[src/rtl/vid_capture_pkg.sv]
// vid_capture_pkg
// Shared types and constants for the vid_capture slice.
//   cap_state_t : capture FSM states (WAIT_FRAME, BLANK, ACTIVE)
//   DM_*        : dither_mode encodings (any value above DM_TEMPORAL behaves as DM_TEMPORAL)
//   ppw_log2    : ceil(log2) helper used to size the pixels-per-word index
package vid_capture_pkg;

  typedef enum logic [1:0] {
    WAIT_FRAME,
    BLANK,
    ACTIVE
  } cap_state_t;

  localparam logic [1:0] DM_NONE     = 2'd0;
  localparam logic [1:0] DM_ORDERED  = 2'd1;
  localparam logic [1:0] DM_TEMPORAL = 2'd2;

  // Smallest r with 2**r >= ppw; PPW is expected to be a power of two.
  function automatic int ppw_log2(input int ppw);
    int r;
    r = 0;
    for (int i = 0; i < 31; i++) begin
      if ((1 << i) < ppw) r = i + 1;
    end
    return r;
  endfunction

endpackage

[src/rtl/vid_quant.sv]
// vid_quant
// Combinational dither and quantise of one pixel from IN_W to OUT_W bits.
// Ports:
//   pixel [IN_W-1:0] : raw pixel value
//   x, y, frame [1:0]: low bits of pixel x, line y and frame number
//   mode [1:0]       : dither mode (DM_NONE / DM_ORDERED / DM_TEMPORAL, 3 = 2)
//   q [OUT_W-1:0]    : quantised pixel
module vid_quant
  import vid_capture_pkg::*;
#(
  parameter int IN_W  = 4,
  parameter int OUT_W = 2
) (
  input  logic [IN_W-1:0]  pixel,
  input  logic [1:0]       x,
  input  logic [1:0]       y,
  input  logic [1:0]       frame,
  input  logic [1:0]       mode,
  output logic [OUT_W-1:0] q
);

  localparam int SH = IN_W - OUT_W;
  localparam logic [3:0]    D_MASK = 4'((1 << SH) - 1);
  localparam logic [IN_W:0] Q_MAX  = (IN_W + 1)'((1 << OUT_W) - 1);

  logic [3:0]    sum_xy;
  logic [3:0]    d;
  logic [IN_W:0] ext;
  logic [IN_W:0] shifted;

  // The dither offset is added at IN_W+1 bits so a bright pixel plus offset
  // cannot wrap; the result is then clamped to the largest output code.
  always_comb begin
    sum_xy = {2'b00, x} + {2'b00, y};
    case (mode)
      DM_NONE:    d = 4'd0;
      DM_ORDERED: d = sum_xy & D_MASK;
      default:    d = (sum_xy + {2'b00, frame}) & D_MASK;
    endcase
    ext     = {1'b0, pixel} + (IN_W + 1)'(d);
    shifted = ext >> SH;
    q       = (shifted > Q_MAX) ? OUT_W'(Q_MAX) : OUT_W'(shifted);
  end

endmodule

[src/rtl/vid_capture.sv]
// vid_capture
// Samples a DE/VSYNC pixel stream, quantises each pixel and packs PPW pixels
// per VRAM word, issuing one registered write per word (plus a partial-word
// flush at line end).
// Ports:
//   rgb_clk, rst_n      : pixel clock, asynchronous active-low reset
//   rgb_de, rgb_vsync   : data enable, vertical sync (active high)
//   rgb_data [IN_W-1:0] : pixel value
//   dither_mode [1:0]   : 0 none, 1 ordered, 2/3 ordered + temporal
//   vram_addr           : {y, x >> log2(PPW)} of the written word
//   vram_data           : packed pixels, pixel 0 in the LSBs
//   vram_we             : one-cycle write strobe
//   frame_no            : frames started since reset (wraps)
//   line_overflow       : sticky, a line was too long or y saturated
module vid_capture
  import vid_capture_pkg::*;
#(
  parameter int IN_W    = 4,
  parameter int OUT_W   = 2,
  parameter int WORD_W  = 8,
  parameter int X_W     = 8,
  parameter int Y_W     = 8,
  parameter int FRAME_W = 8,
  localparam int PPW     = WORD_W / OUT_W,
  localparam int PPW_LOG = ppw_log2(PPW),
  localparam int A_W     = Y_W + X_W - PPW_LOG
) (
  input  logic               rgb_clk,
  input  logic               rst_n,
  input  logic               rgb_de,
  input  logic               rgb_vsync,
  input  logic [IN_W-1:0]    rgb_data,
  input  logic [1:0]         dither_mode,
  output logic [A_W-1:0]     vram_addr,
  output logic [WORD_W-1:0]  vram_data,
  output logic               vram_we,
  output logic [FRAME_W-1:0] frame_no,
  output logic               line_overflow
);

  localparam logic [X_W-1:0] X_MAX     = '1;
  localparam logic [Y_W-1:0] Y_MAX     = '1;
  localparam logic [X_W-1:0] SLOT_LAST = X_W'(PPW - 1);

  cap_state_t          state;
  logic                vsync_q;
  logic                de_block;
  logic                x_full;
  logic [X_W-1:0]      x;
  logic [Y_W-1:0]      y;
  logic [WORD_W-1:0]   pack;
  logic                pack_busy;

  logic                vsync_rise;
  logic                take_pixel;
  logic                line_end;
  logic [X_W-1:0]      slot;
  logic                slot_last;
  logic [X_W-PPW_LOG-1:0] x_word;
  logic [OUT_W-1:0]    quant_px;
  logic [WORD_W-1:0]   pack_ins;

  vid_quant #(
    .IN_W  (IN_W),
    .OUT_W (OUT_W)
  ) u_quant (
    .pixel (rgb_data),
    .x     (x[1:0]),
    .y     (y[1:0]),
    .frame (frame_no[1:0]),
    .mode  (dither_mode),
    .q     (quant_px)
  );

  // de_block keeps a line that was already running when VSYNC rose from
  // being captured; it only clears once DE has been seen low.
  always_comb begin
    vsync_rise = rgb_vsync & ~vsync_q;
    take_pixel = ((state == BLANK) && rgb_de && !de_block) ||
                 ((state == ACTIVE) && rgb_de);
    line_end   = (state == ACTIVE) && !rgb_de;
    slot       = x & SLOT_LAST;
    slot_last  = (slot == SLOT_LAST);
    x_word     = x[X_W-1:PPW_LOG];
    pack_ins   = pack | (WORD_W'(quant_px) << (int'(slot) * OUT_W));
  end

  // Capture FSM, counters, pack buffer and registered VRAM write port.
  // A VSYNC rise overrides everything else in the same cycle.
  always_ff @(posedge rgb_clk or negedge rst_n) begin
    if (!rst_n) begin
      state         <= WAIT_FRAME;
      vsync_q       <= 1'b0;
      de_block      <= 1'b0;
      x_full        <= 1'b0;
      x             <= '0;
      y             <= '0;
      pack          <= '0;
      pack_busy     <= 1'b0;
      vram_addr     <= '0;
      vram_data     <= '0;
      vram_we       <= 1'b0;
      frame_no      <= '0;
      line_overflow <= 1'b0;
    end else begin
      vsync_q <= rgb_vsync;
      vram_we <= 1'b0;
      if (!rgb_de) de_block <= 1'b0;

      if (vsync_rise) begin
        state     <= BLANK;
        x         <= '0;
        y         <= '0;
        x_full    <= 1'b0;
        pack      <= '0;
        pack_busy <= 1'b0;
        frame_no  <= frame_no + FRAME_W'(1);
        de_block  <= rgb_de;
      end else if (take_pixel) begin
        state <= ACTIVE;
        // Once x has saturated the rest of the line is dropped.
        if (!x_full) begin
          if (slot_last) begin
            vram_we   <= 1'b1;
            vram_addr <= {y, x_word};
            vram_data <= pack_ins;
            pack      <= '0;
            pack_busy <= 1'b0;
          end else begin
            pack      <= pack_ins;
            pack_busy <= 1'b1;
          end
          if (x == X_MAX) begin
            x_full        <= 1'b1;
            line_overflow <= 1'b1;
          end else begin
            x <= x + X_W'(1);
          end
        end
      end else if (line_end) begin
        state <= BLANK;
        // x already points past the last stored pixel, so x_word still
        // addresses the partial word being flushed.
        if (pack_busy) begin
          vram_we   <= 1'b1;
          vram_addr <= {y, x_word};
          vram_data <= pack;
        end
        pack      <= '0;
        pack_busy <= 1'b0;
        x         <= '0;
        x_full    <= 1'b0;
        if (y == Y_MAX) line_overflow <= 1'b1;
        else            y <= y + Y_W'(1);
      end
    end
  end

endmodule
[config.mk]
export PLATFORM = sky130hd
export DESIGN_NAME = vid_capture
export DESIGN_NICKNAME = d
export VERILOG_FILES = /design/src/rtl/vid_capture_pkg.sv /design/src/rtl/vid_quant.sv /design/src/rtl/vid_capture.sv
export SDC_FILE = /design/constraint.sdc
export NUM_CORES = 1
export LEC_CHECK = 0
export BUFFER_PORTS_ARGS = -buffer_cell sky130_fd_sc_hd__buf_2
export CORE_MARGIN = 5
export CORE_UTILIZATION = 50
export CTS_CLUSTER_SIZE = 10
export DETAILED_ROUTE_END_ITERATION = 8
export PLACE_DENSITY = 0.72
export SLEW_MARGIN = 20
export SYNTH_ARGS = -nofsm -noshare
export SYNTH_HDL_FRONTEND = slang
export SYNTH_HIERARCHICAL = 1
export SYNTH_SLANG_ARGS = --single-unit
[constraint.sdc]
create_clock -name rgb_clk -period 3.2 [get_ports rgb_clk]
set_clock_uncertainty 0.05 [all_clocks]
set_input_delay 0.32 -clock rgb_clk [delete_from_list [all_inputs] [get_ports rgb_clk]]
set_output_delay 0.32 -clock rgb_clk [all_outputs]
set_load 0.01 [all_outputs]
==> impl_metrics.toml <==
[critical_path]
slowest_delay_ns = 0.46
critPathTopFamily = "simple AND/OR/NAND/NOR gates"
reg2reg_slack_ns = 0.23
rr_startpoint = "y[0]$_DFFE_PN0P_"
critPathRequiredTime_ns = 3.40
crit_chain = "ha_1 -> ha_1 -> xnor2_1 -> or2b_1 -> mux2i_1 -> ha_1 -> nand2_1 -> a2111oi_2 -> nor3b_2 -> and3_1 -> a41oi_1 -> a21oi_1"
cp_common_cell = "ha_1"
end_kind = "flop"
worstSetupPathType = "reg -> reg"
arrival_ns = 3.17
crit_path_max_fanout = 8
rr_worst_depth = 12
start_kind = "flop"
cpMaxStageDelayCell = "nor3b_2"
r2r_end = "pack[6]$_DFFE_PN0P_"
critPathBufInv = 0

[clock_tree]
clk_pin_slew_worst_paths_ns = 0.07
numCtsBuffers = 9
cts_max_level = 3
cts_hold_buf = 0
cts-root-buf = "clkbuf_8"
clk_latency_ns = 0.33
cts_setup_buffers = 0
cts_tree = "done"
cts_resized = 1
cts_buffer_depth = 2
cts.sinks = 62

[place]
port-buffer-count = 41
hpwlAfterDp_um = 4570
gp_congestion = 0.772
pre_cts_ws_ns = -0.0643
place_inst = 398

[layout]
fillers = 491
final_cells = 414
syn_to_final_growth_pct = 16.3
n_antenna_cell = 0
drive_gt1_frac = 0.236
nNetsFinal = 350

[routing]
ant_nets = 0
drc = 0
routed_wl_um = 6480
via_per_inst = 5.82
num_vias = 2410
dr.pass1.iters = 4
drt_iter0_markers = 140
wl_per_cell_um = 15.7

[synth]
synth_area_per_cell_um2 = 10.8
syn-cell-area_mm2 = 0.00309
synth_ff_type = "dfrtp_1"
netlist.area_leader.share = 0.501
async_reset_ff_frac = 1.00
synth_top_cells_by_area = "dfrtp_1 50%, mux2_1 4.7%, a21oi_1 3.6%"
ys_seq_area_frac = 0.501
synth_nets = 302
synth_edf_count = 0
yosysMostFrequentCell = "dfrtp_1"
syn_inst = 286
yosysWarnings = 6
synth_top_area_cell = "dfrtp_1"
ys_types = 57
synthTopCellsByCount = "62 x dfrtp_1, 25 x nand2_1, 22 x a21oi_1"
ys_ff_latch = 62

[timing]
holdWs_ns = -0.0410
slew_viol_final = 0
rsz0062_at_grt = "no"
post-route-min-period_ns = 2.97
setup_viol = 0
fmax_mhz = 337
finalWorstSetupSlack_ns = 0.231
slew_headroom = 0.320
worst_pin_slew_ns = 1.02
hold_viol = 49
finalCritPeriodShare = 0.928

[floorplanning]
start_util = 0.520
die_y_um = 88.7
die_w_um = 88.7
rows = 28
die_area_mm2 = 0.00786
core_mm2 = 0.00596
ios = 42

[global_routing]
grt_pass1_vias = 2408
grt_use_met1 = 0.235
grt_pass1_wl_um = 11100
grt_overflow_total = 0
use_met3 = 0.0493
grtUsageTotal = 0.183
antenna_found_initial = 0
grt.busiest_layer = "met2"
use_met2 = 0.289
grt_max_degree = 52

[run_status]
failed_checks = "hold timing"
status = "complete, but fails checks"

[power_and_ir_drop]
ir_worst_vdd_mv = 0.445
p_leak_nw = 1.76
p_per_area_mw_per_mm2 = 718

[hold_path]
hp-class = "in -> async"

[job]
max_cap_viol_count = 0
==> state kept, by name (all words and copies together), names as in the netlist <==
name	cells
frame_no	8
line_overflow	1
x_full	1
pack_busy	1
de_block	1
pack	8
vram_data	8
x	8
vram_we	1
vram_addr	14
state	2
vsync_q	1
y	8
==> worst reg2reg max path: stages (launching register included) <==
cell and delay (ns):
dfrtp_1 0.38, ha_1 0.34, ha_1 0.21, xnor2_1 0.14
or2b_1 0.22, mux2i_1 0.15, ha_1 0.25, nand2_1 0.11
a2111oi_2 0.07, nor3b_2 0.46, and3_1 0.22, a41oi_1 0.12
a21oi_1 0.16
==> cells by family after synthesis <==
logic type	after synthesis	share of synthesized area
xor+xnor	11	0.0311
buf+inv	22	0.0291
fa+ha+maj	6	0.0243
flops	62	0.501
mux	27	0.0946
compound gates	70	0.158
simple gates	88	0.161
==> power by group <==
part           switching, W  internal, W
Sequential         0.000129     0.000922
Clock              0.000287     0.000358
Combinational      0.000514     0.000375
Total              0.000930      0.00166
==> metal layers <==
metal	up-vias	share of wire
met1	1183	0.45
met5	-	0
met3	12	0.057
met4	0	0.019
li1	1149	-
met2	66	0.47
==> area by class of cell <==
class | count | area [um2] | share of cell area
sequential | 62 | 1550 | 0.431
multi-input combinational | 202 | 1470 | 0.407
timing repair buffer | 49 | 268 | 0.0744
clock buffer | 12 | 135 | 0.0376
tap | 75 | 93.8 | 0.0261
clock inverter | 4 | 47.5 | 0.0132
inverter | 10 | 37.5 | 0.0104
==> layout by cell type (no fill, tap or decap), types with 9 or more instances in the layout <==
| master | instances |
|---|---|
| mux2_1 | 13 |
| buf_4 | 9 |
| dfrtp_1 | 62 |
| clkbuf_8 | 9 |
| nand2_1 | 25 |
| o21ai_0 | 9 |
| mux2i_1 | 9 |
| inv_1 | 10 |
| a21oi_1 | 22 |
| nor2_1 | 11 |
| buf_2 | 40 |
==> stage by stage <==
step           hold WS, ns  TNS, ns  utilization  power (W)  area [um2]
2_1_floorplan      -0.0256        0            -    0.00166        3090
3_3_place_gp         0.401        0        0.572    0.00193        3410
3_5_place_dp         0.407  -0.0643        0.572    0.00195        3410
4_1_cts             0.0532        0        0.604    0.00261        3600
5_1_grt            0.00758        0        0.604    0.00277        3600
6_report           -0.0410        0        0.604    0.00258        3600
==> worst max-delay path by stage <==
stage | from | to | slack (ns) | depth (start not counted)
floorplan | y[0]$_DFFE_PN0P_ | vram_data[6]$_DFFE_PN0P_ | 0.36 | 12
global placement | y[0]$_DFFE_PN0P_ | pack[6]$_DFFE_PN0P_ | 0.07 | 12
detailed placement | y[0]$_DFFE_PN0P_ | pack[6]$_DFFE_PN0P_ | -0.06 | 12
CTS | y[0]$_DFFE_PN0P_ | pack[6]$_DFFE_PN0P_ | 0.23 | 12
global route | y[0]$_DFFE_PN0P_ | pack[6]$_DFFE_PN0P_ | 0.09 | 12
finish | y[0]$_DFFE_PN0P_ | pack[6]$_DFFE_PN0P_ | 0.23 | 12
(Power assumes the default switching activity.)
